==> src/rtl/jpegls_pkg.sv <==
// Shared JPEG-LS encode definitions: packer state encoding, marker constants
// and the default codeword/accumulator sizes used across the encode modules.
package jpegls_pkg;

    localparam int CODE_WIDTH_DEF = 32;
    localparam int LEN_WIDTH_DEF  = 6;
    localparam int ACC_WIDTH_DEF  = 40;

    localparam logic [7:0] JPEGLS_MARKER_BYTE = 8'hFF;
    localparam logic [3:0] STUFF_DATA_BITS    = 4'd7;

    typedef enum logic [2:0] {
        PK_IDLE,
        PK_ACTIVE,
        PK_FLUSH,
        PK_FLUSH_STUFF,
        PK_DONE
    } packer_state_e;

endpackage

==> src/rtl/jpegls_bit_packer_ctrl_if.sv <==
// Codeword-in / byte-out channel of the JPEG-LS bit packer, plus its status.
interface jpegls_bit_packer_ctrl_if #(
    parameter int CODE_WIDTH = jpegls_pkg::CODE_WIDTH_DEF,
    parameter int LEN_WIDTH  = jpegls_pkg::LEN_WIDTH_DEF
);
    logic                  code_valid;
    logic                  code_ready;
    logic [CODE_WIDTH-1:0] code_data;
    logic [LEN_WIDTH-1:0]  code_len;
    logic                  flush;
    logic                  byte_valid;
    logic                  byte_ready;
    logic [7:0]            byte_data;
    logic [3:0]            pending_bits;
    logic                  busy;
    logic                  flush_done;

    modport slave (
        input  code_valid, code_data, code_len, flush, byte_ready,
        output code_ready, byte_valid, byte_data, pending_bits, busy, flush_done
    );

    modport master (
        output code_valid, code_data, code_len, flush, byte_ready,
        input  code_ready, byte_valid, byte_data, pending_bits, busy, flush_done
    );
endinterface

==> src/rtl/jpegls_bit_accumulator.sv <==
// MSB-first bit accumulator: drops the emitted byte off the top and appends a
// codeword directly below the remaining valid bits, in the same cycle if needed.
module jpegls_bit_accumulator #(
    parameter int CODE_WIDTH = 32,
    parameter int LEN_WIDTH  = 6,
    parameter int ACC_WIDTH  = 40,
    parameter int CNT_W      = $clog2(ACC_WIDTH + 1)
) (
    input  logic                  clk,
    input  logic                  rst_n,
    input  logic                  i_shift,
    input  logic [3:0]            i_need,
    input  logic                  i_load,
    input  logic [CODE_WIDTH-1:0] i_code_data,
    input  logic [LEN_WIDTH-1:0]  i_code_len,
    output logic [7:0]            o_top8,
    output logic [CNT_W-1:0]      o_count
);
    logic [ACC_WIDTH-1:0]  r_acc;
    logic [CNT_W-1:0]      r_count;
    logic [ACC_WIDTH-1:0]  w_acc_sh;
    logic [ACC_WIDTH-1:0]  w_ins;
    logic [CNT_W-1:0]      w_cnt_sh;
    logic [CODE_WIDTH-1:0] w_mask;

    always_comb begin
        w_acc_sh = r_acc;
        w_cnt_sh = r_count;
        if (i_shift) begin
            w_acc_sh = r_acc << i_need;
            w_cnt_sh = (r_count > CNT_W'(i_need)) ? r_count - CNT_W'(i_need) : '0;
        end
        // Bits below code_len are cleared so the accumulator tail stays zero,
        // which is what gives the zero padding of the final flushed byte.
        w_mask = ~({CODE_WIDTH{1'b1}} >> i_code_len);
        w_ins  = {i_code_data & w_mask, {(ACC_WIDTH-CODE_WIDTH){1'b0}}} >> w_cnt_sh;
    end

    always_ff @(posedge clk or negedge rst_n) begin
        if (!rst_n) begin
            r_acc   <= '0;
            r_count <= '0;
        end else if (i_load) begin
            r_acc   <= w_acc_sh | w_ins;
            r_count <= w_cnt_sh + CNT_W'(i_code_len);
        end else begin
            r_acc   <= w_acc_sh;
            r_count <= w_cnt_sh;
        end
    end

    assign o_top8  = r_acc[ACC_WIDTH-1 -: 8];
    assign o_count = r_count;
endmodule

==> src/rtl/jpegls_bit_packer_ctrl.sv <==
// JPEG-LS byte packer controller: codeword/byte handshakes, 0xFF bit-stuffing
// and the end-of-scan flush sequence around the bit accumulator.
module jpegls_bit_packer_ctrl
    import jpegls_pkg::*;
#(
    parameter int CODE_WIDTH = CODE_WIDTH_DEF,
    parameter int LEN_WIDTH  = LEN_WIDTH_DEF,
    parameter int ACC_WIDTH  = ACC_WIDTH_DEF
) (
    input  logic                    clk,
    input  logic                    rst_n,
    jpegls_bit_packer_ctrl_if.slave bus_if
);
    localparam int CNT_W = $clog2(ACC_WIDTH + 1);

    packer_state_e    r_state;
    logic             r_stuff;
    logic [CNT_W-1:0] w_count;
    logic [7:0]       w_top8;
    logic [3:0]       w_need;
    logic             w_run;
    logic             w_byte_valid;
    logic [7:0]       w_byte_data;
    logic             w_byte_hs;
    logic             w_code_ready;
    logic             w_code_hs;

    assign w_need = r_stuff ? STUFF_DATA_BITS : 4'd8;
    assign w_run  = (r_state == PK_IDLE) || (r_state == PK_ACTIVE);

    // During flush any non-empty remainder goes out as a padded byte.
    assign w_byte_valid = ((w_run || r_state == PK_FLUSH) && w_count >= CNT_W'(w_need))
                       || (r_state == PK_FLUSH && w_count != '0)
                       || (r_state == PK_FLUSH_STUFF);
    assign w_byte_data  = (r_state == PK_FLUSH_STUFF) ? 8'h00 :
                          r_stuff ? {1'b0, w_top8[7:1]} : w_top8;
    assign w_byte_hs    = w_byte_valid && bus_if.byte_ready;

    // count <= 8 at accept keeps count + CODE_WIDTH within the accumulator.
    assign w_code_ready = w_run && (w_count <= CNT_W'(8));
    assign w_code_hs    = bus_if.code_valid && w_code_ready;

    jpegls_bit_accumulator #(
        .CODE_WIDTH (CODE_WIDTH),
        .LEN_WIDTH  (LEN_WIDTH),
        .ACC_WIDTH  (ACC_WIDTH),
        .CNT_W      (CNT_W)
    ) u_acc (
        .clk         (clk),
        .rst_n       (rst_n),
        .i_shift     (w_byte_hs),
        .i_need      (w_need),
        .i_load      (w_code_hs),
        .i_code_data (bus_if.code_data),
        .i_code_len  (bus_if.code_len),
        .o_top8      (w_top8),
        .o_count     (w_count)
    );

    always_ff @(posedge clk or negedge rst_n) begin
        if (!rst_n) begin
            r_state <= PK_IDLE;
            r_stuff <= 1'b0;
        end else begin
            if (w_byte_hs)
                r_stuff <= (w_byte_data == JPEGLS_MARKER_BYTE);
            case (r_state)
                PK_IDLE: begin
                    if (w_code_hs && bus_if.code_len != '0)
                        r_state <= bus_if.flush ? PK_FLUSH : PK_ACTIVE;
                end
                PK_ACTIVE: begin
                    if (bus_if.flush)
                        r_state <= PK_FLUSH;
                end
                PK_FLUSH: begin
                    if (w_count == '0)
                        r_state <= r_stuff ? PK_FLUSH_STUFF : PK_DONE;
                end
                PK_FLUSH_STUFF: begin
                    if (w_byte_hs)
                        r_state <= PK_DONE;
                end
                PK_DONE:  r_state <= PK_IDLE;
                default:  r_state <= PK_IDLE;
            endcase
        end
    end

    assign bus_if.code_ready   = w_code_ready;
    assign bus_if.byte_valid   = w_byte_valid;
    assign bus_if.byte_data    = w_byte_data;
    assign bus_if.pending_bits = (w_count > CNT_W'(15)) ? 4'd15 : w_count[3:0];
    assign bus_if.busy         = (r_state != PK_IDLE) || (w_count != '0);
    assign bus_if.flush_done   = (r_state == PK_DONE);
endmodule

==> src/flat_wrapper.sv <==
// flat-port wrapper written by rule: the top's interface ports become plain ports
module jpegls_bit_packer_ctrl_flat import jpegls_pkg::*;
#(
    parameter int CODE_WIDTH = CODE_WIDTH_DEF,
    parameter int LEN_WIDTH  = LEN_WIDTH_DEF,
    parameter int ACC_WIDTH  = ACC_WIDTH_DEF
)
  (clk, rst_n, bus_if_code_valid, bus_if_code_data, bus_if_code_len, bus_if_flush, bus_if_byte_ready, bus_if_code_ready, bus_if_byte_valid, bus_if_byte_data, bus_if_pending_bits, bus_if_busy, bus_if_flush_done);
  jpegls_bit_packer_ctrl_if #(.CODE_WIDTH(CODE_WIDTH), .LEN_WIDTH(LEN_WIDTH)) bus_if_i ();
  input  logic clk;
  input  logic rst_n;
  input wire logic [$bits(bus_if_i.code_valid)-1:0] bus_if_code_valid;
  input wire logic [$bits(bus_if_i.code_data)-1:0] bus_if_code_data;
  input wire logic [$bits(bus_if_i.code_len)-1:0] bus_if_code_len;
  input wire logic [$bits(bus_if_i.flush)-1:0] bus_if_flush;
  input wire logic [$bits(bus_if_i.byte_ready)-1:0] bus_if_byte_ready;
  output wire logic [$bits(bus_if_i.code_ready)-1:0] bus_if_code_ready;
  output wire logic [$bits(bus_if_i.byte_valid)-1:0] bus_if_byte_valid;
  output wire logic [$bits(bus_if_i.byte_data)-1:0] bus_if_byte_data;
  output wire logic [$bits(bus_if_i.pending_bits)-1:0] bus_if_pending_bits;
  output wire logic [$bits(bus_if_i.busy)-1:0] bus_if_busy;
  output wire logic [$bits(bus_if_i.flush_done)-1:0] bus_if_flush_done;
  assign bus_if_i.code_valid = bus_if_code_valid;
  assign bus_if_i.code_data = bus_if_code_data;
  assign bus_if_i.code_len = bus_if_code_len;
  assign bus_if_i.flush = bus_if_flush;
  assign bus_if_i.byte_ready = bus_if_byte_ready;
  assign bus_if_code_ready = bus_if_i.code_ready;
  assign bus_if_byte_valid = bus_if_i.byte_valid;
  assign bus_if_byte_data = bus_if_i.byte_data;
  assign bus_if_pending_bits = bus_if_i.pending_bits;
  assign bus_if_busy = bus_if_i.busy;
  assign bus_if_flush_done = bus_if_i.flush_done;
  jpegls_bit_packer_ctrl #(.CODE_WIDTH(CODE_WIDTH), .LEN_WIDTH(LEN_WIDTH), .ACC_WIDTH(ACC_WIDTH)) u_core (.clk(clk), .rst_n(rst_n), .bus_if(bus_if_i));
endmodule
==> config.mk <==
export PLATFORM = sky130hd
export DESIGN_NAME = jpegls_bit_packer_ctrl_flat
export DESIGN_NICKNAME = d
export VERILOG_FILES = /design/src/rtl/jpegls_pkg.sv /design/src/rtl/jpegls_bit_packer_ctrl_if.sv /design/src/rtl/jpegls_bit_accumulator.sv /design/src/rtl/jpegls_bit_packer_ctrl.sv /design/src/flat_wrapper.sv
export SDC_FILE = /design/constraint.sdc
export NUM_CORES = 1
export LEC_CHECK = 0
export ABC_AREA = 1
export CORE_ASPECT_RATIO = 1.75
export CORE_MARGIN = 5
export CORE_UTILIZATION = 40
export CTS_CLUSTER_DIAMETER = 150
export CTS_CLUSTER_SIZE = 40
export DETAILED_ROUTE_END_ITERATION = 12
export HOLD_SLACK_MARGIN = 0.12
export SLEW_MARGIN = 5
export SYNTH_ARGS = -nofsm -noshare
export SYNTH_HDL_FRONTEND = slang
export SYNTH_SLANG_ARGS = --single-unit
==> constraint.sdc <==
create_clock -name clk -period 7.37 [get_ports clk]
set_input_delay 0.737 -clock clk [delete_from_list [all_inputs] [get_ports clk]]
set_output_delay 0.737 -clock clk [all_outputs]
set_load 0.02 [all_outputs]
# Word-level counts from Yosys, hierarchy flattened
# Cells that the tools add are included.
# word_totals
ff_bits	50
latch_bits	0
ramBits	0
romBits	0
input_bits	43
elab_cells	58
mem_count	0
# op_classes
addsub	2
n_mul	0
n_div	0
n_lt_le_gt_ge	4
eq_ne	9
n_shift	3
muxes	16
bitwise_logic	3
reduce_logical	17
# op_table
op	n
two-way mux 40 bit	2
bitwise OR 40 bit	1
left shift 40 x 4 -> 40 bit	1
>> shifter 40 x 6 -> 40 bit	1
AND 32 bit	1
NOT 32 bit	1
>> shifter 32 x 6 -> 32 bit, first input constant	1
two-way mux 6 bit	3
two-way mux 8 bit	2
two-way mux 3 bit	5
case mux 3 bit (4 select lines)	1
nonzero test 6 bit	2
equality test 8 bit, second input constant	1
two-way mux 4 bit	2
!= test 2 bit, second input constant	4
adder 6 bit	1
equality test 3 x 2 -> 1 bit, second input constant	2
>= comparator 6 x 4 -> 1 bit	1
greater-than comparator 6 x 4 -> 1 bit	1
greater-than comparator 6 x 4 -> 1 bit, second input constant	1
<= comparator 6 x 4 -> 1 bit, second input constant	1
logical AND 1 bit	6
logical NOT 6 bit	1
subtractor 6 x 4 -> 6 bit	1
other kinds (7)	11

# Longest topological paths before layout
# Gate-level depths: netlist of the first run.
# logic_depth
depth_word	11
depth_mapped	27
ltp_nobuf	24

# Hierarchy
# Synthesis of the first run repeated with hierarchy kept, for this count alone.
# unflattened
hier_cells	1300
hier_area_um2	7073.0
# by_module_without_submodules
mod	instances	cells_per_inst	area_per_inst_um2	seq_area_each_um2
jpegls_bit_accumulator	1	1172	6387.4	1151.1
jpegls_bit_packer_ctrl	1	128	685.7	100.1

# Least setup slack after synthesis of the first run
# OpenSTA, ideal clock, no wires.
# synth_path
path_kind	flip-flop to flip-flop
startpoint	register u_core.r_stuff
endpoint	register u_core.u_acc.r_count[5], in the netlist u_core.u_acc.o_count[5]
setup_ns	0.127
t_arrival_ns	3.820
required_ns	7.243
slack_ns	3.424
path_stages_with_launch	25
path_buffers	5
path_cell_list	dfrtp_1 clkbuf_1 inv_1 clkbuf_1 clkbuf_1 ha_1 nand2_1 nand2_1 nand2_1 nand3_1 nand2_2 a21oi_2 buf_2 o21ai_2 buf_2 ha_1 a21oi_1 inv_1 a31oi_1 nor2_1 nor2_1 nor2_1 o21ai_0 nand3_1 xor2_1
# synth_via
elab_chain_cells	9
# synth_lines
element	line_no	rtl
start: declaration	jpegls_bit_packer_ctrl.sv:17	logic r_stuff;
start signal: assignment	jpegls_bit_packer_ctrl.sv:66	r_stuff <= (w_byte_data == JPEGLS_MARKER_BYTE);
two-way mux 4 bit *	jpegls_bit_packer_ctrl.sv:28	assign w_need = r_stuff ? STUFF_DATA_BITS : 4'd8;
>= comparator 6 x 4 -> 1 bit	jpegls_bit_packer_ctrl.sv:32	assign w_byte_valid = ((w_run || r_state == PK_FLUSH) && w_count >= CNT_W'(w_need))
logical AND 1 bit	jpegls_bit_packer_ctrl.sv:32	
logical OR 1 bit	jpegls_bit_packer_ctrl.sv:33	|| (r_state == PK_FLUSH && w_count != '0)
logical OR 1 bit	jpegls_bit_packer_ctrl.sv:34	|| (r_state == PK_FLUSH_STUFF);
logical AND 1 bit	jpegls_bit_packer_ctrl.sv:37	assign w_byte_hs = w_byte_valid && bus_if.byte_ready;
two-way mux 6 bit *	jpegls_bit_accumulator.sv:29	if (i_shift) begin
adder 6 bit	jpegls_bit_accumulator.sv:45	r_count <= w_cnt_sh + CNT_W'(i_code_len);
two-way mux 6 bit *	jpegls_bit_accumulator.sv:43	end else if (i_load) begin
end signal: assignment	jpegls_bit_accumulator.sv:45	
end signal: assignment	jpegls_bit_accumulator.sv:48	r_count <= w_cnt_sh;
end: declaration	jpegls_bit_accumulator.sv:20	logic [CNT_W-1:0] r_count;
# Mark *: on every way between the ends. The rest lies on a longest branch, timed or not.
# A chain may end at the register's enable or synchronous reset.

# Final worst setup path of the first run
# Same ends and word-level chain as after synthesis.

==> results of run 1 <==
[state kept, by name, summed over array words and instances (netlist names)]
register and cells:
u_core.r_stuff 1, u_core.u_acc.r_acc 40, u_core.r_state 3, u_core.u_acc.o_count 6
[placed cells by master, fill, tap and decap left out, types with 2 or more instances in the layout]
cell type	netlist	routed
a211oi_1	7	7
a21oi_1	19	19
a31oi_1	5	5
buf_4	6	8
clkbuf_16	0	5
clkdlybuf4s50_1	0	57
dfrtp_1	50	50
fa_1	2	2
ha_1	9	9
inv_1	90	90
nand2_1	263	263
nand2_2	4	4
nand2_4	5	5
nand3_1	189	189
nand4_1	6	6
nor2_1	64	64
nor2_2	2	2
nor3_1	4	4
o211ai_1	37	37
o21a_1	3	3
o21ai_0	59	59
o21ai_1	11	11
o21ai_2	2	2
o21ai_4	2	2
o311ai_0	2	2
o31ai_1	2	2
xor2_1	2	2
[final cells by class]
class,instances,area (um2)
multi-input combinational,710,3510
sequential,50,1250
tap,174,218
clock inverter,3,21.3
fill,1456,7140
clock buffer,5,125
inverter,91,342
timing repair buffer,66,636
[per-stage QoR]
stage	utilization [%]	hold slack (ns)	setup WS [ns]	total power [uW]	cells
finish	46.1	0.477	2.86	3290	1099
global route	46.1	0.503	2.38	3650	1099
CTS	46.1	0.483	2.87	3280	1099
detailed placement	45.0	0.465	2.90	3030	1091
global placement	45.0	0.467	2.97	3030	1091
floorplan	-	0.441	3.42	2430	896
[Yosys cell counts (5+ instances only)]
| library cell | count |
|---|---|
| nand4_1 | 6 |
| a211oi_1 | 7 |
| buf_4 | 6 |
| dfrtp_1 | 50 |
| a21oi_1 | 19 |
| o211ai_1 | 37 |
| ha_1 | 9 |
| clkbuf_1 | 18 |
| nand2_4 | 5 |
| inv_1 | 90 |
| buf_6 | 7 |
| o21ai_0 | 59 |
| buf_2 | 11 |
| nand2_1 | 263 |
| nand3_1 | 189 |
| nor2_1 | 64 |
| o21ai_1 | 11 |
| a31oi_1 | 5 |
[power by group]
part | total [uW] | internal, uW | switching, uW | leakage [uW]
sequential | 510 | 403 | 107 | 0.000604
clock | 234 | 126 | 108 | 0.0000698
combinational | 2550 | 813 | 1740 | 0.00222
[logic make-up after synthesis]
group                    after synthesis  share of synthesized area (%)
AO/OA/AOI/OAI                        154                           17.9
XOR/XNOR                               3                          0.491
adder cells (fa/ha/maj)               11                           2.85
buffers and inverters                136                           11.2
flip-flops                            50                           23.4
AND/OR/NAND/NOR                      542                           44.2
[worst reg2reg max path: stages (launching register included)]
cell and delay [ns]:
dfrtp_1 0.36, buf_4 0.25, inv_1 0.12, buf_4 0.41, fa_1 0.28, nand2_1 0.06, nand2_1 0.08, nand2_1 0.09
nand3_1 0.09, nand2_2 0.09, a21oi_4 0.13, buf_4 0.48, nand2_1 0.14, o21ai_2 0.08, buf_4 0.33, ha_1 0.36
a21oi_1 0.15, inv_1 0.05, a31oi_1 0.22, nor2_1 0.09, nor2_1 0.10, nor2_1 0.05, o21ai_0 0.14, nand3_1 0.10
xor2_1 0.14
[path summary, 6_finish.rpt]
| kind | from | to | cells past startpoint |
|---|---|---|---|
| min reg2reg | u_core.u_acc.r_acc[6]$_DFF_PN0_ | u_core.u_acc.r_acc[6]$_DFF_PN0_ | 2 |
| min in group asynchronous | rst_n | u_core.u_acc.o_count[0]$_DFF_PN0_ | 2 |
| min | u_core.u_acc.r_acc[6]$_DFF_PN0_ | u_core.u_acc.r_acc[6]$_DFF_PN0_ | 2 |
| max reg2reg | u_core.r_stuff$_DFFE_PN0N_ | u_core.u_acc.o_count[5]$_DFF_PN0_ | 24 |
| max in group asynchronous | rst_n | u_core.u_acc.r_acc[0]$_DFF_PN0_ | 2 |
| max | u_core.r_stuff$_DFFE_PN0N_ | u_core.u_acc.o_count[5]$_DFF_PN0_ | 24 |
[per-layer routing]
layer	wire (um)	track usage [%]	share of wire (%)
met1	7220	26.5	40
met2	9380	42.3	52
met3	467	1.50	2.6
met4	864	11.1	4.8
met5	0	0	0
==> reports/results.md, run 1 <==
| Group | Parameter | Value |
|---|---|---|
| run status | Outcome | complete, no violations |
| sta | Final min period | 4.51 ns |
| setup path | Data arrival time of the critical path | 4.68 ns |
| synthesis | Post-synthesis sequential area ratio | 23.4% |
| route | 1st-pass router iterations | 5 |
| setup path | Largest stage delay on the critical path | 0.48 ns |
| synthesis | Leading register cell type out of synthesis | dfrtp_1 |
| setup path | Buffers plus inverters on the worst setup path | 6 |
| clock network | Cell at the root of the clock tree | clkbuf_16 |
| placement | Area after DPL | 0.00596 mm2 |
| floorplan | Die span in x | 97.5 um |
| synthesis | Syn Nets | 950 |
| synthesis | Cell Area, Synth | 0.00535 mm2 |
| global routing | Leftover overflow at the end of global routing | 0 |
| clock network | Clock network latency to the later pin of the worst-skew pair | 0.30 ns |
| cells and area | Fraction of layout cells with a size suffix above 1 | 4.00% |
| setup path | Reg-to-reg slack, setup | 2.86 ns |
| synthesis | Main area contributors after synthesis | dfrtp_1 23%, nand2_1 18%, nand3_1 18% |
| route | Average vias per placed instance | 5.46 |
| sta | Final hold viol count | 0 |
| floorplan | Number of ports placed on the die boundary | 59 |
| synthesis | Post-synthesis register bit count | 50 |
| setup path | Standard cell with the maximum stage delay on the critical path | buf_4 |
| global routing | Number of global-route vias before repair | 5,893 |
| setup path | Top delay family on crit path | buffers and inverters |
| cells and area | Cell area after layout | 0.00610 mm2 |
| route | Number of design-rule violations left by the first detailed-router iteration | 401 |
| sta | Normalized max-slew margin | 41.9% |
| sta | Period Utilization, post-route | 61.2% |
| floorplan | Floorplan Core Area | 0.0132 mm2 |
| setup path | CP endpoint kind | flip-flop |
| min path | Worst hold-check path type | reg -> reg |
| global routing | Antenna violations before repair | 0 |
| synthesis | Share of synthesized flip-flops with an asynchronous set or reset | 100% |
| synthesis | Count of flip-flops with a built-in enable after synthesis | 0 |
| synthesis | Synth cell types | 41 |
| synthesis | Yosys Warn Count | 0 |
| synthesis | Dominant cell type by area after synthesis | dfrtp_1 |
| setup path | Critical path required time | 7.54 ns |
| sta | Highest Clock Rate | 222 MHz |
| floorplan | Vert. Die Dim | 163 um |
| sta | Worst Clk Skew | 0.00864 ns |
| cells and area | Post-layout net count | 978 |
| sta | Number of max-slew violations in the final report | 0 |
| placement | Hpwl dp | 14.4 mm |
| sta | Actual transition at the worst max-transition pin | 0.869 ns |
| setup path | Cell chain of the critical path | buf_4 -> inv_1 -> buf_4 -> fa_1 -> nand2_1 -> nand2_1 -> nand2_1 -> nand3_1 -> nand2_2 -> a21oi_4 -> buf_4 -> nand2_1 -> o21ai_2 -> buf_4 -> ha_1 -> a21oi_1 -> inv_1 -> a31oi_1 -> nor2_1 -> nor2_1 -> nor2_1 -> o21ai_0 -> nand3_1 -> xor2_1 |
| global routing | Global-route wire length before repair | 29.7 mm |
| clock network | Clock transition at the registers of the reported paths | 0.07 ns |
| placement | Global placer's final weighted congestion | 0.950 |
| route | Via count | 6,003 |
| flow run | Maximum Capacitance Violations | 0 |
| pwr | VDD IR max | 0.221 mV |
| setup path | Critical Path Fanout Max | 67 |
| clock network | Deepest clock path buffer count | 2 |
| setup path | Setup CP Type | reg -> reg |
| floorplan | Die area | 0.0159 mm2 |
| floorplan | Effective utilization at floorplan | 40.4% |
| cells and area | P&R area growth vs syn | 14.0% |
| clock network | # hold bufs at CTS | 0 |
| setup path | Critical Path Start Type | flip-flop |
| clock network | Number of buffers inserted to repair setup after CTS | 0 |
| sta | Setup TNS Final | 0 ns |
| synthesis | Mean Syn Cell Area | 5.98 um2 |
| sta | Setup repair after global routing missed its margin | no |
| pwr | Pleak | 0.00289 uW |
| global routing | Global router's overall resource usage | 22.9% |
| route | Antenna viol nets, final | 0 |
| global routing | Largest net degree at the start of global routing | 68 |
| placement | Number of input and output port buffers inserted | 58 |
| clock network | Clock tree from TritonCTS | yes |
| clock network | H-tree level count | 2 |
| synthesis | Yosys top cell area share | 23.4% |
| route | DR WL/cell | 16.3 um |
| route | Drt total wl | 17.9 mm |
| sta | Final setup violation count | 0 |
| floorplan | Total number of placement rows | 56 |
| route | Post-route DRC violation count | 0 |
| synthesis | Number of standard cells after synthesis | 896 |
| clock network | Cts bufs inserted | 5 |
| pwr | Pwr per Cell Area | 539 mW/mm2 |
| cells and area | Antenna fix cells | 0 |
| clock network | Clock Sinks | 50 |
| clock network | Resized cells post-CTS | 0 |
(Power assumes the default switching activity.)
==> run 2, diff against run 1 <==
==> constraint.sdc (replaced) <==
create_clock -name clk -period 3.7 [get_ports clk]
set_input_delay 0.37 -clock clk [delete_from_list [all_inputs] [get_ports clk]]
set_output_delay 0.37 -clock clk [all_outputs]
set_load 0.02 [all_outputs]
==> reports/results.md, run 2 (same netlist as run 1, synthesis figures left out) <==
| Group | Parameter | Value | Change |
|---|---|---|---|
| global routing | Global router's overall resource usage | 23.5% | +0.66 points |
| floorplan | Number of ports placed on the die boundary | 59 | unchanged |
| clock network | Clock network latency to the later pin of the worst-skew pair | 0.30 ns | about the same |
| floorplan | Floorplan Core Area | 0.0132 mm2 | unchanged |
| cells and area | Commonest non-fill, non-tap cells in the layout | 263 x nand2_1, 189 x nand3_1, 90 x inv_1, 63 x nor2_1, 59 x o21ai_0 |  |
| sta | Period Utilization, post-route | 91.3% | +30 points |
| route | 1st-pass router iterations | 5 | unchanged |
| global routing | Leftover overflow at the end of global routing | 0 | unchanged |
| global routing | Routing usage on met1 | 26.7% | +0.21 points |
| clock network | Cts bufs inserted | 5 | unchanged |
| setup path | Cell chain of the critical path | inv_1 -> ha_1 -> inv_1 -> fa_1 -> nand2_1 -> nand2_1 -> nand2_1 -> nand3_1 -> nand2_2 -> nand2_4 -> nand2_4 -> nand2_1 -> nand2_4 -> inv_2 -> nor2_2 -> inv_1 -> nor2_1 -> nor2_1 -> nand2_1 -> nand2_1 -> nand2_1 |  |
| placement | Hpwl dp | 15.1 mm | +5.2% |
| sta | Highest Clock Rate | 296 MHz | +34% |
| route | Drt total wl | 18.7 mm | +4.4% |
| sta | Number of max-slew violations in the final report | 0 | unchanged |
| global routing | Global-route wire length before repair | 30.2 mm | +1.8% |
| cells and area | Flip-flop count of the largest register, all copies and words added | 40 | unchanged |
| run status | Outcome | complete, no violations |  |
| floorplan | Die span in x | 97.5 um | unchanged |
| clock network | Cell at the root of the clock tree | clkbuf_16 |  |
| global routing | Number of global-route vias before repair | 5,873 | -0.34% |
| global routing | Met3 global-route usage | 1.97% | +0.47 points |
| setup path | Largest stage delay on the critical path | 0.51 ns | +0.03 ns |
| cells and area | Fraction of layout cells with a size suffix above 1 | 5.04% | +1.0 points |
| setup path | CP endpoint kind | flip-flop |  |
| cells and area | Most common cell after layout, fill and taps aside | nand2_1 |  |
| global routing | Top Usage Layer GRT | met2 |  |
| clock network | Number of buffers inserted to repair setup after CTS | 0 | unchanged |
| setup path | Reg-to-reg slack, setup | 0.32 ns | -2.54 ns |
| setup path | Standard cell with the maximum stage delay on the critical path | nor2_2 |  |
| cells and area | Antenna fix cells | 0 | unchanged |
| clock network | Deepest clock path buffer count | 2 | unchanged |
| floorplan | Vert. Die Dim | 163 um | unchanged |
| global routing | Met2 usage | 43.7% | +1.4 points |
| route | DR WL/cell | 16.9 um | +3.7% |
| route | Average vias per placed instance | 5.53 | +1.2% |
| pwr | Pwr per Cell Area | 1080 mW/mm2 | +100% |
| global routing | Largest net degree at the start of global routing | 63 | -7.4% |
| cells and area | Register with the most flip-flops | u_core.u_acc.r_acc |  |
| floorplan | Effective utilization at floorplan | 40.4% | unchanged |
| pwr | VDD IR max | 0.523 mV | +140% |
| route | Antenna viol nets, final | 0 | unchanged |
| clock network | # hold bufs at CTS | 0 | unchanged |
| sta | Final hold viol count | 0 | unchanged |
| cells and area | P&R area growth vs syn | 15.3% |  |
| setup path | Critical Path Start Type | flip-flop |  |
| sta | Setup repair after global routing missed its margin | no |  |
| sta | Final min period | 3.38 ns | -1.13 ns |
| global routing | Antenna violations before repair | 0 | unchanged |
| route | Via count | 6,118 | +1.9% |
| setup path | Setup CP Type | reg -> reg |  |
| placement | Global placer's final weighted congestion | 0.992 | +4.5% |
| floorplan | Die area | 0.0159 mm2 | unchanged |
| pwr | Pleak | 0.00293 uW | +1.5% |
| setup path | Critical path required time | 3.93 ns | -3.61 ns |
| setup path | Critical Path Fanout Max | 19 | -72% |
| setup path | Dominant cell type by count on the critical path | nand2_1 |  |
| setup path | Data arrival time of the critical path | 3.61 ns | -1.07 ns |
| sta | Final setup violation count | 0 | unchanged |
| min path | Worst hold-check path type | in -> async |  |
| cells and area | Final cell utilization of the core | 46.6% | +0.54 points |
| placement | Number of input and output port buffers inserted | 58 | unchanged |
| clock network | Clock tree from TritonCTS | yes |  |
| sta | Setup TNS Final | 0 ns | unchanged |
| flow run | Maximum Capacitance Violations | 0 | unchanged |
| sta | Worst Clk Skew | 0.00755 ns | -0.00109 ns |
| clock network | H-tree level count | 2 | unchanged |
| clock network | Clock Sinks | 50 | unchanged |
| cells and area | Post-layout net count | 986 | +0.82% |
| clock network | Resized cells post-CTS | 0 | unchanged |
| floorplan | Total number of placement rows | 56 | unchanged |
| route | Number of design-rule violations left by the first detailed-router iteration | 409 | +2.0% |
| cells and area | Fill cell count | 1,470 | +0.96% |
| route | Post-route DRC violation count | 0 | unchanged |
| sta | Smallest hold slack | 0.179 ns | -0.298 ns |
| sta | Actual transition at the worst max-transition pin | 0.893 ns | +0.0242 ns |
| sta | Normalized max-slew margin | 40.5% | -1.4 points |
| clock network | Clock transition at the registers of the reported paths | 0.07 ns | about the same |
run 2: changes by cell type in the layout (fill, tap and decap cells not counted), sizes merged:
cell | previous run | this run
buf | 9 | 17
run 2: path summary, 6_finish.rpt:
check	endpoint	from	cells past startpoint
setup / recovery	u_core.u_acc.r_acc[7]$_DFF_PN0_	u_core.u_acc.o_count[0]$_DFF_PN0_	21
hold / removal	u_core.u_acc.o_count[1]$_DFF_PN0_	rst_n	1
setup reg to reg	u_core.u_acc.r_acc[7]$_DFF_PN0_	u_core.u_acc.o_count[0]$_DFF_PN0_	21
hold reg to reg	u_core.u_acc.r_acc[4]$_DFF_PN0_	u_core.u_acc.r_acc[4]$_DFF_PN0_	2
max in group asynchronous	u_core.u_acc.r_acc[16]$_DFF_PN0_	rst_n	2
min in group clk	u_core.u_acc.r_acc[4]$_DFF_PN0_	u_core.u_acc.r_acc[4]$_DFF_PN0_	2
run 2: critical path: cells and delay by family (launching register included):
family                     cells  cell delay, ns
and+or+nand+nor               15            1.95
DFF                            1            0.42
buffers and inverters          4            0.41
adders and majority gates      2            0.53
run 2: report_power, final:
part | leakage, uW | switching (uW) | total [uW] | internal (uW)
sequential | 0.000604 | 200 | 1000 | 804
combinational | 0.00226 | 3510 | 5190 | 1680
clock | 0.0000698 | 221 | 472 | 251
run 2: area by class of cell:
cell class	instances	area, um2	area share, %
Multi-Input combinational cell	710	3520	57.0
Sequential cell	50	1250	20.3
Timing Repair Buffer	74	699	11.3
Inverter	91	342	5.53
Tap cell	174	218	3.53
Clock buffer	5	125	2.03
Clock inverter	3	21.3	0.344
run 2: per-layer routing:
layer / routed length (um) / vias up
met4: 910 / 0
met2: 9820 / 170
li1: - / 3085
met3: 550 / 46
met5: 0 / -
met1: 7450 / 2817
run 2: metrics by stage:
step | total power, uW | instance area, um2 | instances | setup WS [ns]
after global routing | 7330 | 6170 | 1107 | 0.0112
final | 6670 | 6170 | 1107 | 0.324
after floorplan | 4830 | 5360 | 896 | 0.000823
after CTS | 6630 | 6160 | 1107 | 0.254
after detailed placement | 6140 | 6020 | 1099 | 0.287
after global placement | 6160 | 6020 | 1099 | 0.266
==> run 3, diff against run 2 <==
--- a/config.mk
+++ b/config.mk
@@ -13,6 +13,7 @@
 export CTS_CLUSTER_SIZE = 40
 export DETAILED_ROUTE_END_ITERATION = 12
 export HOLD_SLACK_MARGIN = 0.12
+export PLACE_DENSITY = 0.63
 export SLEW_MARGIN = 5
 export SYNTH_ARGS = -nofsm -noshare
 export SYNTH_HDL_FRONTEND = slang
==> reports/results.md, run 3 (same netlist as run 1, synthesis figures left out) <==
| Group | Parameter | Value | Change |
|---|---|---|---|
| floorplan | Effective utilization at floorplan | 40.4% | unchanged |
| setup path | Critical path required time | 3.88 ns | -0.05 ns |
| setup path | Critical Path Start Type | flip-flop |  |
| pwr | VDD IR max | 0.702 mV | +34% |
| sta | Final setup slack of the worst path | 0.359 ns | +0.0354 ns |
| route | Drt total wl | 17.8 mm | -5.1% |
| sta | Normalized max-slew margin | 60.4% | +20 points |
| clock network | Clock Sinks | 50 | unchanged |
| cells and area | Fraction of layout cells with a size suffix above 1 | 5.02% | -0.022 points |
| placement | Worst Setup Slack post-DPL | 0.354 ns | +0.0669 ns |
| clock network | Number of buffers inserted to repair setup after CTS | 0 | unchanged |
| floorplan | Floorplan Core Area | 0.0132 mm2 | unchanged |
| route | Antenna viol nets, final | 0 | unchanged |
| pwr | Register share of total power | 14.8% | -0.2 points |
| floorplan | Number of ports placed on the die boundary | 59 | unchanged |
| clock network | Clock network latency to the later pin of the worst-skew pair | 0.29 ns | about the same |
| global routing | Global router's overall resource usage | 22.1% | -1.5 points |
| route | Number of design-rule violations left by the first detailed-router iteration | 384 | -6.1% |
| setup path | Setup CP Type | reg -> reg |  |
| floorplan | Total number of placement rows | 56 | unchanged |
| pwr | Pleak | 0.00296 uW | +0.76% |
| global routing | Global-route wire length before repair | 28.5 mm | -5.5% |
| placement | Number of input and output port buffers inserted | 58 | unchanged |
| cells and area | Commonest non-fill, non-tap cells in the layout | 263 x nand2_1, 189 x nand3_1, 90 x inv_1, 64 x nor2_1, 59 x o21ai_0 |  |
| floorplan | Die area | 0.0159 mm2 | unchanged |
| route | Via count | 6,043 | -1.2% |
| global routing | Antenna violations before repair | 0 | unchanged |
| global routing | Largest net degree at the start of global routing | 63 | unchanged |
| setup path | Critical Path Fanout Max | 9 | -10 |
| pwr | Internal Power | 2830 uW | +3.4% |
| clock network | Cell at the root of the clock tree | clkbuf_16 |  |
| sta | Highest Clock Rate | 299 MHz | +1.1% |
| sta | Number of max-slew violations in the final report | 0 | unchanged |
| sta | Final min period | 3.34 ns | -0.0354 ns |
| pwr | Switching pwr | 3890 uW | -1.2% |
| clock network | Clock transition at the registers of the reported paths | 0.07 ns | about the same |
| sta | Final setup violation count | 0 | unchanged |
| clock network | Deepest clock path buffer count | 2 | unchanged |
| sta | Setup TNS Final | 0 ns | unchanged |
| clock network | Cts bufs inserted | 5 | unchanged |
| clock network | Clock tree from TritonCTS | yes |  |
| cells and area | Most common cell after layout, fill and taps aside | nand2_1 |  |
| route | Post-route DRC violation count | 0 | unchanged |
| cells and area | Register with the most flip-flops | u_core.u_acc.r_acc |  |
| sta | Smallest hold slack | 0.485 ns | +0.306 ns |
| cells and area | P&R area growth vs syn | 16.1% |  |
| placement | Area after DPL | 0.00604 mm2 | +0.37% |
| floorplan | Die span in x | 97.5 um | unchanged |
| setup path | CP endpoint kind | flip-flop |  |
| floorplan | Vert. Die Dim | 163 um | unchanged |
| setup path | Crit path launch | u_core.u_acc.o_count[0]$_DFF_PN0_ |  |
| min path | Worst Min Path Start | u_core.u_acc.r_acc[2]$_DFF_PN0_ |  |
| route | Average vias per placed instance | 5.44 | -1.6% |
| run status | Outcome | complete, no violations |  |
| sta | Actual transition at the worst max-transition pin | 0.593 ns | -0.300 ns |
| clock network | # hold bufs at CTS | 1 | +1 |
| pwr | Part of the total power dissipated in combinational logic | 77.2% | -0.7 points |
| pwr | Pwr per Cell Area | 1080 mW/mm2 | about the same |
| cells and area | Cell area after layout | 0.00622 mm2 | +0.67% |
| clock network | H-tree level count | 2 | unchanged |
| min path | Worst hold-check path type | reg -> reg |  |
| flow run | Maximum Capacitance Violations | 0 | unchanged |
| placement | Global placer's final weighted congestion | 0.953 | -3.9% |
| clock network | Resized cells post-CTS | 0 | unchanged |
| setup path | Data arrival time of the critical path | 3.52 ns | -0.09 ns |
| sta | Period Utilization, post-route | 90.3% | -0.96 points |
| route | DR WL/cell | 16.0 um | -5.4% |
| sta | Final hold viol count | 0 | unchanged |
| placement | Hpwl dp | 14.3 mm | -5.3% |
| cells and area | Antenna fix cells | 0 | unchanged |
| sta | Worst Clk Skew | 0.00400 ns | -0.00355 ns |
| cells and area | Flip-flop count of the largest register, all copies and words added | 40 | unchanged |
| setup path | Worst flop-to-flop path startpoint | u_core.u_acc.o_count[0]$_DFF_PN0_ |  |
| pwr | Power share of the clock group | 7.9% | +0.8 points |
| sta | Setup repair after global routing missed its margin | no |  |
| pwr | Fraction of power spent switching nets | 57.8% | -1.1 points |
| global routing | Number of global-route vias before repair | 5,599 | -4.7% |
| route | 1st-pass router iterations | 5 | unchanged |
| cells and area | Post-layout net count | 990 | +0.41% |
| global routing | Leftover overflow at the end of global routing | 0 | unchanged |
## run 3: changes by cell type in the layout (fill, tap and decap cells not counted), sizes merged
cell / previous run / this run
clkbuf: 5 / 6
bufinv: 0 / 1
clkinv: 2 / 0
dlygate4sd3: 0 / 1
buf: 17 / 20
## run 3: layout make-up
cell class              instances  area, um2
repair buffers                 78        728
inverters                      91        342
clock buffers                   6        129
multi-input cells             710       3510
well taps                     174        218
flip-flops and latches         50       1250
clock inverters                 2       37.5
fillers                      1427       7030
## run 3: worst max-delay path, cell delays in order, from the launching register on
cell     delay (ns)
dfrtp_1        0.42
inv_1          0.12
ha_1           0.15
inv_1          0.05
fa_1           0.37
nand2_1        0.08
nand2_1        0.07
nand2_1        0.10
nand3_1        0.09
nand2_2        0.12
nand2_4        0.08
nand2_4        0.13
nand2_2        0.14
nand2_2        0.10
ha_1           0.21
inv_1          0.08
fa_1           0.44
o21a_1         0.22
xor2_1         0.14
nand2_1        0.06
nand2_1        0.05
## run 3: power groups by stage
stage                     clock (uW)  sequential (uW)  combinational (uW)
after floorplan                    0              946                3890
after global placement             0             1000                5130
after detailed placement           0             1010                5120
after CTS                        543              997                5150
after global routing             561             1030                5760
final                            532              997                5190
## run 3: worst paths after layout
check | end | slack [ns] | cells after the start
max in group asynchronous | u_core.u_acc.r_acc[28]$_DFF_PN0_ | 2.36 | 3
min in group asynchronous | u_core.u_acc.r_acc[3]$_DFF_PN0_ | 0.55 | 2
setup reg to reg | u_core.u_acc.o_count[4]$_DFF_PN0_ | 0.36 | 20
hold reg to reg | u_core.u_acc.r_acc[2]$_DFF_PN0_ | 0.48 | 2
setup / recovery | u_core.u_acc.o_count[4]$_DFF_PN0_ | 0.36 | 20
hold / removal | u_core.u_acc.r_acc[2]$_DFF_PN0_ | 0.48 | 2
## run 3: layer usage
layer  up-vias  global-route usage, %  share of wire, %
li1       3087                      -                 -
met1      2760                   25.5                41
met2       164                   41.9                53
met3        32                   1.54               3.2
met4         0                   8.38               3.1
met5         -                      0                 0
## run 3: metrics by stage
stage               cells  util (%)  total power, uW
global route         1111      46.9             7350
CTS                  1111      46.9             6690
floorplan             896         -             4830
global placement     1102      45.6             6140
detailed placement   1102      45.6             6120
finish               1111      46.9             6720
